## src/rtl/uart_rx.sv

```systemverilog
// UART receiver: 8N1 deserializer with a small receive FIFO.
// Ports: clk, rst_n (sync, active-high), rx_i serial in;
//   rx_data_o/rx_valid_o/rx_ready_i FIFO head handshake;
//   frame_err_o, overrun_o one-cycle pulses; busy_o, fifo_count_o status.
module uart_rx #(
  parameter int CLKS_PER_BIT = 868,
  parameter int FIFO_DEPTH   = 4
) (
  input  logic                          clk,
  input  logic                          rst_n,
  input  logic                          rx_i,
  output logic [7:0]                    rx_data_o,
  output logic                          rx_valid_o,
  input  logic                          rx_ready_i,
  output logic                          frame_err_o,
  output logic                          overrun_o,
  output logic                          busy_o,
  output logic [$clog2(FIFO_DEPTH):0]   fifo_count_o
);

  localparam int AW = $clog2(FIFO_DEPTH);
  localparam int CW = AW + 1;
  localparam logic [15:0] HALF_M1 = 16'(CLKS_PER_BIT / 2 - 1);
  localparam logic [15:0] FULL_M1 = 16'(CLKS_PER_BIT - 1);

  typedef enum logic [1:0] {
    IDLE,
    START,
    DATA,
    STOP
  } state_e;

  state_e         state_q, state_d;
  logic [15:0]    cnt_q, cnt_d;
  logic [2:0]     bit_q, bit_d;
  logic [7:0]     shift_q, shift_d;
  logic           armed_q, armed_d;
  logic [1:0]     sync_q;
  logic           frame_err_q;
  logic           overrun_q;
  logic           rx_s;
  logic           push;
  logic           ferr;

  logic [7:0]     mem_q [FIFO_DEPTH];
  logic [AW-1:0]  wr_ptr_q;
  logic [AW-1:0]  rd_ptr_q;
  logic [CW-1:0]  count_q;
  logic           full;
  logic           pop;
  logic           wr_en;
  logic           ovr;

  assign rx_s = sync_q[1];

  always_ff @(posedge clk) begin
    if (rst_n) begin
      sync_q <= 2'b11;
    end else begin
      sync_q <= {sync_q[0], rx_i};
    end
  end

  // armed_q blocks a new start after a framing error until the
  // line has been seen high, so a held break is not re-received.
  always_comb begin
    state_d = state_q;
    cnt_d   = cnt_q;
    bit_d   = bit_q;
    shift_d = shift_q;
    armed_d = armed_q;
    push    = 1'b0;
    ferr    = 1'b0;
    unique case (state_q)
      IDLE: begin
        cnt_d = '0;
        if (rx_s) begin
          armed_d = 1'b1;
        end else if (armed_q) begin
          state_d = START;
        end
      end
      START: begin
        if (cnt_q == HALF_M1) begin
          cnt_d   = '0;
          bit_d   = '0;
          state_d = rx_s ? IDLE : DATA;
        end else begin
          cnt_d = cnt_q + 16'd1;
        end
      end
      DATA: begin
        if (cnt_q == FULL_M1) begin
          cnt_d   = '0;
          shift_d = {rx_s, shift_q[7:1]};
          bit_d   = bit_q + 3'd1;
          if (bit_q == 3'd7) begin
            state_d = STOP;
          end
        end else begin
          cnt_d = cnt_q + 16'd1;
        end
      end
      STOP: begin
        if (cnt_q == FULL_M1) begin
          cnt_d   = '0;
          state_d = IDLE;
          if (rx_s) begin
            push = 1'b1;
          end else begin
            ferr    = 1'b1;
            armed_d = 1'b0;
          end
        end else begin
          cnt_d = cnt_q + 16'd1;
        end
      end
      default: state_d = IDLE;
    endcase
  end

  always_ff @(posedge clk) begin
    if (rst_n) begin
      state_q <= IDLE;
      cnt_q   <= '0;
      bit_q   <= '0;
      shift_q <= '0;
      armed_q <= 1'b1;
    end else begin
      state_q <= state_d;
      cnt_q   <= cnt_d;
      bit_q   <= bit_d;
      shift_q <= shift_d;
      armed_q <= armed_d;
    end
  end

  assign full       = (count_q == CW'(FIFO_DEPTH));
  assign rx_valid_o = (count_q != '0);
  assign pop        = rx_valid_o & rx_ready_i;
  // A same-cycle pop frees a slot, so a full FIFO still accepts.
  assign wr_en      = push & (~full | pop);
  assign ovr        = push & full & ~pop;

  always_ff @(posedge clk) begin
    if (rst_n) begin
      for (int i = 0; i < FIFO_DEPTH; i++) begin
        mem_q[i] <= '0;
      end
      wr_ptr_q    <= '0;
      rd_ptr_q    <= '0;
      count_q     <= '0;
      frame_err_q <= 1'b0;
      overrun_q   <= 1'b0;
    end else begin
      if (wr_en) begin
        mem_q[wr_ptr_q] <= shift_q;
        wr_ptr_q        <= wr_ptr_q + AW'(1);
      end
      if (pop) begin
        rd_ptr_q <= rd_ptr_q + AW'(1);
      end
      count_q     <= count_q + CW'(wr_en) - CW'(pop);
      frame_err_q <= ferr;
      overrun_q   <= ovr;
    end
  end

  assign rx_data_o    = mem_q[rd_ptr_q];
  assign frame_err_o  = frame_err_q;
  assign overrun_o    = overrun_q;
  assign busy_o       = (state_q != IDLE);
  assign fifo_count_o = count_q;

endmodule

```

## config.mk

```make
export PLATFORM = sky130hd
export DESIGN_NAME = uart_rx
export DESIGN_NICKNAME = d
export VERILOG_FILES = /design/src/rtl/uart_rx.sv
export SDC_FILE = /design/constraint.sdc
export NUM_CORES = 1
export LEC_CHECK = 0
export ABC_AREA = 1
export CAP_MARGIN = 10
export CORE_ASPECT_RATIO = 1.1
export CORE_UTILIZATION = 45
export DETAILED_ROUTE_END_ITERATION = 6
export SLEW_MARGIN = 20
export SYNTH_ARGS = -nofsm -noshare
export SYNTH_HDL_FRONTEND = slang
export SYNTH_SLANG_ARGS = --single-unit
```

## constraint.sdc

```tcl
create_clock -name clk -period 5.5 [get_ports clk]
set_input_delay 0.825 -clock clk [delete_from_list [all_inputs] [get_ports clk]]
set_output_delay 0.825 -clock clk [all_outputs]
set_load 0.02 [all_outputs]
```

After elaboration in Yosys (flattened, before gate mapping)
Memories as Yosys holds them, arrays and structs flattened. A register that Yosys moved wholly into a read port is not among the register bits.
Index checks and enable logic that the tools add are counted.
{"block": "totals", "reg_bits": 41, "mem_bits_rw": 32, "output_inout_bits": 15, "elab_cells": 86, "n_memories": 1}
{"block": "op_classes", "addsub": 6, "n_eq_ne": 15, "n_mux": 32, "bitwise_logic": 9, "n_reduce_logical": 12}
{"memory": "mem_q", "depth": 4, "word_bits": 8, "rd": 1, "rd_clocked_by_memory_dff": 1, "write_ports": 4, "line_no": "45", "rtl": "logic [7:0] mem_q [FIFO_DEPTH];"}
{"op": "$pmux 16 s3", "count": 1}
{"op": "$mux 16", "count": 2}
{"op": "$mux 2", "count": 10}
{"op": "$add 16x1->16 const B", "count": 1}
{"op": "$eq 16x10->1 const B", "count": 1}
{"op": "$eq 16x9->1 const B", "count": 1}
{"op": "$ne 2x2->1 const B", "count": 8}
{"op": "$mux 1", "count": 13}
{"op": "$mux 8", "count": 1}
{"op": "$pmux 2 s4", "count": 1}
{"op": "$reduce_or 8->1", "count": 1}
{"op": "$eq 3x3->1 const B", "count": 2}
{"op": "$mux 3", "count": 2}
{"op": "$pmux 3 s2", "count": 1}
{"op": "$reduce_and 6->1", "count": 1}
{"op": "$reduce_bool 2->1", "count": 3}
{"op": "$add 2x1->2 const B", "count": 2}
{"op": "$and 1x1->1", "count": 4}
{"op": "$eq 2x2->1 const B", "count": 2}
{"op": "$not 1->1", "count": 4}
{"op": "$reduce_and 4->1", "count": 1}
{"op": "$add 3x1->3", "count": 1}
{"op": "$add 3x1->3 const B", "count": 1}
{"op": "$reduce_and 3->1", "count": 1}
{"op": "9 further kinds", "count": 9}

Depth between registers and ports, before layout
{"block": "depth", "depth_word": 9, "depth_mapped": 13}

Worst setup path before layout
Ideal clock, no wire load.
{"block": "synth_path", "kind": "input-to-reg", "from": "input rx_ready_i", "to": "register count_q[2], in the netlist fifo_count_o[2]", "t_arrival_ns": 2.482, "t_required_ns": 5.430, "path_slack_ns": 2.948, "cell_stages": 11, "cell_sequence": "nand2_1 > nand3_1 > buf_6 > nand2_1 > ha_1 > inv_1 > ha_1 > fa_1 > inv_1 > o21ai_0 > a21oi_1"}
{"block": "synth_between", "elab_chain_cells": 5}
{"item": "start, declared", "line_no": "14", "rtl": "input logic rx_ready_i,"}
{"item": "$and 1x1->1 (*)", "line_no": "140", "rtl": "assign pop = rx_valid_o & rx_ready_i;"}
{"item": "$or 1x1->1", "line_no": "142", "rtl": "assign wr_en = push & (~full | pop);"}
{"item": "$and 1x1->1", "line_no": "142"}
{"item": "$add 3x1->3", "line_no": "163", "rtl": "count_q <= count_q + CW'(wr_en) - CW'(pop);"}
{"item": "$sub 3x1->3 (*)", "line_no": "163"}
{"item": "end signal, assigned", "line_no": "163"}
{"item": "end, declared", "line_no": "48", "rtl": "logic [CW-1:0] count_q;"}
Mark *: on every way between the ends. The rest lies on a longest branch, timed or not.
A chain may end at the register's enable or synchronous reset.

==> impl_summary.md <==
Critical path
The worst setup path is captured at a primary output. STA puts the critical path data arrival time at 2.31 ns. The worst register-to-register path begins at cnt_q[0]. The largest fanout of any net on the critical path is 17.

The instance count on the critical path is 4. The setup check on the worst reg-to-reg path leaves a slack of 2.42 ns. The number of cells on the worst reg-to-reg path is 13. The endpoint required time on the critical path is 4.68 ns. In this design, the stage delay of the slowest critical-path cell is 0.66 ns. The critical path contains buffers and inverters numbering 2 combined. In this run the worst setup path terminates at rx_data_o[0]. The element type at the critical path start is a flop.

Traced cell by cell, the critical path runs through inv_1, o21ai_0, o22ai_1, clkdlybuf4s50_1. Among all stages on the critical path, the largest delay is contributed by dfxtp_1. The type of the worst setup path is flop to primary output.

Among cell families on the critical path, the largest total delay comes from buffers and inverters. The endpoint identified for the worst register-to-register timing path is fifo_count_o[2].

STA
Across all hold checks on the routed design, the worst slack comes to 0.4129 ns. The number of max-slew violations in the final report is 0. The largest clock skew in the final design is 0.01228 ns.

Of the available clock period, the critical path in the final layout requires 56.99%. The maximum operating frequency is 319.0 MHz. Setup violations remaining at the end of the flow were counted as 0. Headroom to the max-slew limit came out at 30.15%. For the pin with the worst max-slew slack, the measured transition is 1.037 ns. The least setup slack across all paths after layout is 2.366 ns. Setup repair after global routing left no endpoint under its margin. Adding up every negative setup slack in the final design gives 0 ns.

The number of endpoints with negative hold slack in the final report is 0. Subtracting the final worst setup slack from the clock period gives 3.135 ns.

Cells and area
Leaving out fill and tap cells, the most frequent cells in the layout are nor2_1 (77), inv_1 (46), dfxtp_1 (43), nand2_1 (39), o21ai_0 (34). Cells with a size suffix above 1 make up 8.867% of the layout. The total number of nets in the final design is 412. The most frequent standard cell in the layout excluding fill and tap cells is nor2_1.

The count of antenna diodes in the layout is 0. Compared with the post-synthesis result, the final layout area differs by 12.29%. The layout filler cell count is 729.

Synthesis
A synthesized cell averages 9.081 um^2. The number of instances in the synthesized netlist is 380. The async set-reset flop share out of synthesis is 0%. The post-synth net total is 391. The synthesized design contains 75 register bits. The count of warnings emitted by yosys is 0. In the synthesized netlist the dominant register cell turns out to be dfxtp_1.

The count of flip-flops with a built-in enable after synthesis is 32. The post-synth design cell area is 3451 um^2. The number of distinct library cell variants in the gate-level netlist after synthesis is 33.

The sequential element share of the synthesized area is 52.79%.

Routing
Wire segments on met3 add up to 145 um in the final route. The count of vias placed by the detailed router is 2525. For this block, wires on met1 add up to 3.200 mm. The first detailed-routing pass ran for 4 iterations. After detailed routing, the number of vias per cell comes to 5.122. The number of remaining DRC errors is 0.

The total detailed-routing wirelength is 6.695 mm. The remaining antenna violation count after routing is 0. The detail-routed net length per standard cell is 13.58 um. The uppermost layer routed is met4. The routed design uses 3.215 mm of met2 wire. In this run, the number of DRC markers left after iteration 0 of detailed routing was 122.

Die
The floorplan die area is 8023 um^2. The chip width is 85.50 um. The overall die height is 93.85 um. The floorplan step defined a core boundary enclosing 7432 um^2. The initial core utilization is 46.43%.

In this run the core area contains 33 standard-cell rows. 19 I/O pins were placed.

GRT
The global route total overflow is 0. The global-route wire length before repair is 11.40 mm. The pin count of the biggest net entering global routing is 32. Across every metal layer, demand over resource in global routing totals 18.81%. The initial antenna violation count came to 0.

The number of global-route vias before repair is 2415.

Clock tree
The number of buffers inserted by hold repair at cts is 0. The post-cts repair resize count is 0. The clock transition time at the flip-flop clock pins of the worst setup and hold paths is 0.08 ns.

TritonCTS built the clock tree. At the later pin of the worst-skew pair, clock insertion delay measures 0.34 ns. The CTS buffer count is 9. The longest clock path from root to sink contains 2 buffers. The number of setup buffers added after CTS is 0. The clock root buffer is clkbuf_8.

The H-tree depth is 3. The count of clock tree sinks is 75.

Flow run
The count of max-cap constraint violations is 0.

Place
Buffers placed on the I/O ports in this run total 18. The post-place setup slack is 2.227 ns. The global placer's final weighted congestion is 0.8266.

Detailed placement ended at an HPWL of 4.711 mm.

Power
The leakage power is 0.001498 uW. VDD sags by at most 0.1482 mV. The areal power density over the cells is 349.2 nW/um^2.

Worst hold path
The path category of the worst min-delay check is flop to flop. The number of cells on the worst hold path is 1.

Outcome
The flow ran to the end, and the final reports show no timing, DRC or antenna violations.
## through the flow
step                instances  power [uW]  area, um^2  util [%]
finish                    493        1353        3875     52.14
global route              493        1435        3875     52.14
CTS                       493        1367        3875     52.14
detailed placement        477       957.7        3681     49.53
global placement          477       952.7        3681     49.53
floorplan                 380       842.0        3451         -
## sequential cells by signal, summed over array words and instances, names as in the netlist, named ones only
register and flops:
mem_q 32, state_q 1, bit_q 3, wr_ptr_q 2
armed_q 1, sync_q 2, rd_ptr_q 2, shift_q 8
frame_err_o 1, overrun_o 1, cnt_q 16, fifo_count_o 3
## worst min path at each step
| stage | startpoint | end | slack, ns |
|---|---|---|---|
| 6_report | sync_q[0] | sync_q[1] | 0.41 |
| 3_3_place_gp | sync_q[0] | sync_q[1] | 0.39 |
| 2_1_floorplan | sync_q[0] | sync_q[1] | 0.39 |
| 4_1_cts | sync_q[0] | sync_q[1] | 0.41 |
| 5_1_grt | sync_q[0] | sync_q[1] | 0.43 |
| 3_5_place_dp | sync_q[0] | sync_q[1] | 0.39 |
## synthesized netlist by cell type (4+ instances only)
| library cell | n | area share, % |
|---|---|---|
| nand4_4 | 8 | 4.9 |
| nor2_1 | 77 | 8.4 |
| inv_1 | 46 | 5.0 |
| nand3_1 | 13 | 1.9 |
| xor2_1 | 5 | 1.3 |
| nor3_1 | 12 | 1.7 |
| edfxtp_1 | 32 | 28 |
| a21oi_1 | 19 | 2.8 |
| ha_1 | 6 | 2.2 |
| o22ai_1 | 8 | 1.5 |
| nand4_1 | 4 | 0.73 |
| dfxtp_1 | 43 | 25 |
| clkbuf_1 | 5 | 0.54 |
| nand2_1 | 39 | 4.2 |
| o21ai_0 | 36 | 5.2 |
## cell families (layout without fill, tap and decap cells)
| logic type | after synthesis | in the layout | share of synthesized area [%] |
|---|---|---|---|
| DFF | 75 | 75 | 52.79 |
| xor gates and xnor gates | 8 | 8 | 2.031 |
| AOI/OAI and AO/OA | 66 | 66 | 10.01 |
| buffers and inverters | 57 | 83 | 7.252 |
| and+or+nand+nor | 167 | 167 | 25.16 |
| adders and majority gates | 7 | 7 | 2.756 |
## per-layer routing
layer / global-route usage (%) / vias up
li1: - / 1313
met1: 23.97 / 1162
met2: 30.67 / 40
met3: 3.163 / 10
met4: 9.861 / 0
met5: 0 / -
## layout make-up
type,count,area (um^2),share of cell area (%)
Multi-Input combinational cell,248,1379,35.58
Sequential cell,75,1822,47.01
Clock buffer,10,148.9,3.842
Inverter,47,176.4,4.553
Timing Repair Buffer,20,195.2,5.037
Clock inverter,6,45.04,1.162
Tap cell,87,108.9,2.809
## where the power goes
| part | leakage (uW) | switching [uW] | internal (uW) | total (uW) |
|---|---|---|---|---|
| Clock | 0.0000983 | 216 | 194 | 410 |
| Sequential | 0.000652 | 29.6 | 610 | 640 |
| Combinational | 0.000748 | 184 | 119 | 303 |
No activity file was read; power rests on OpenSTA's default activity.
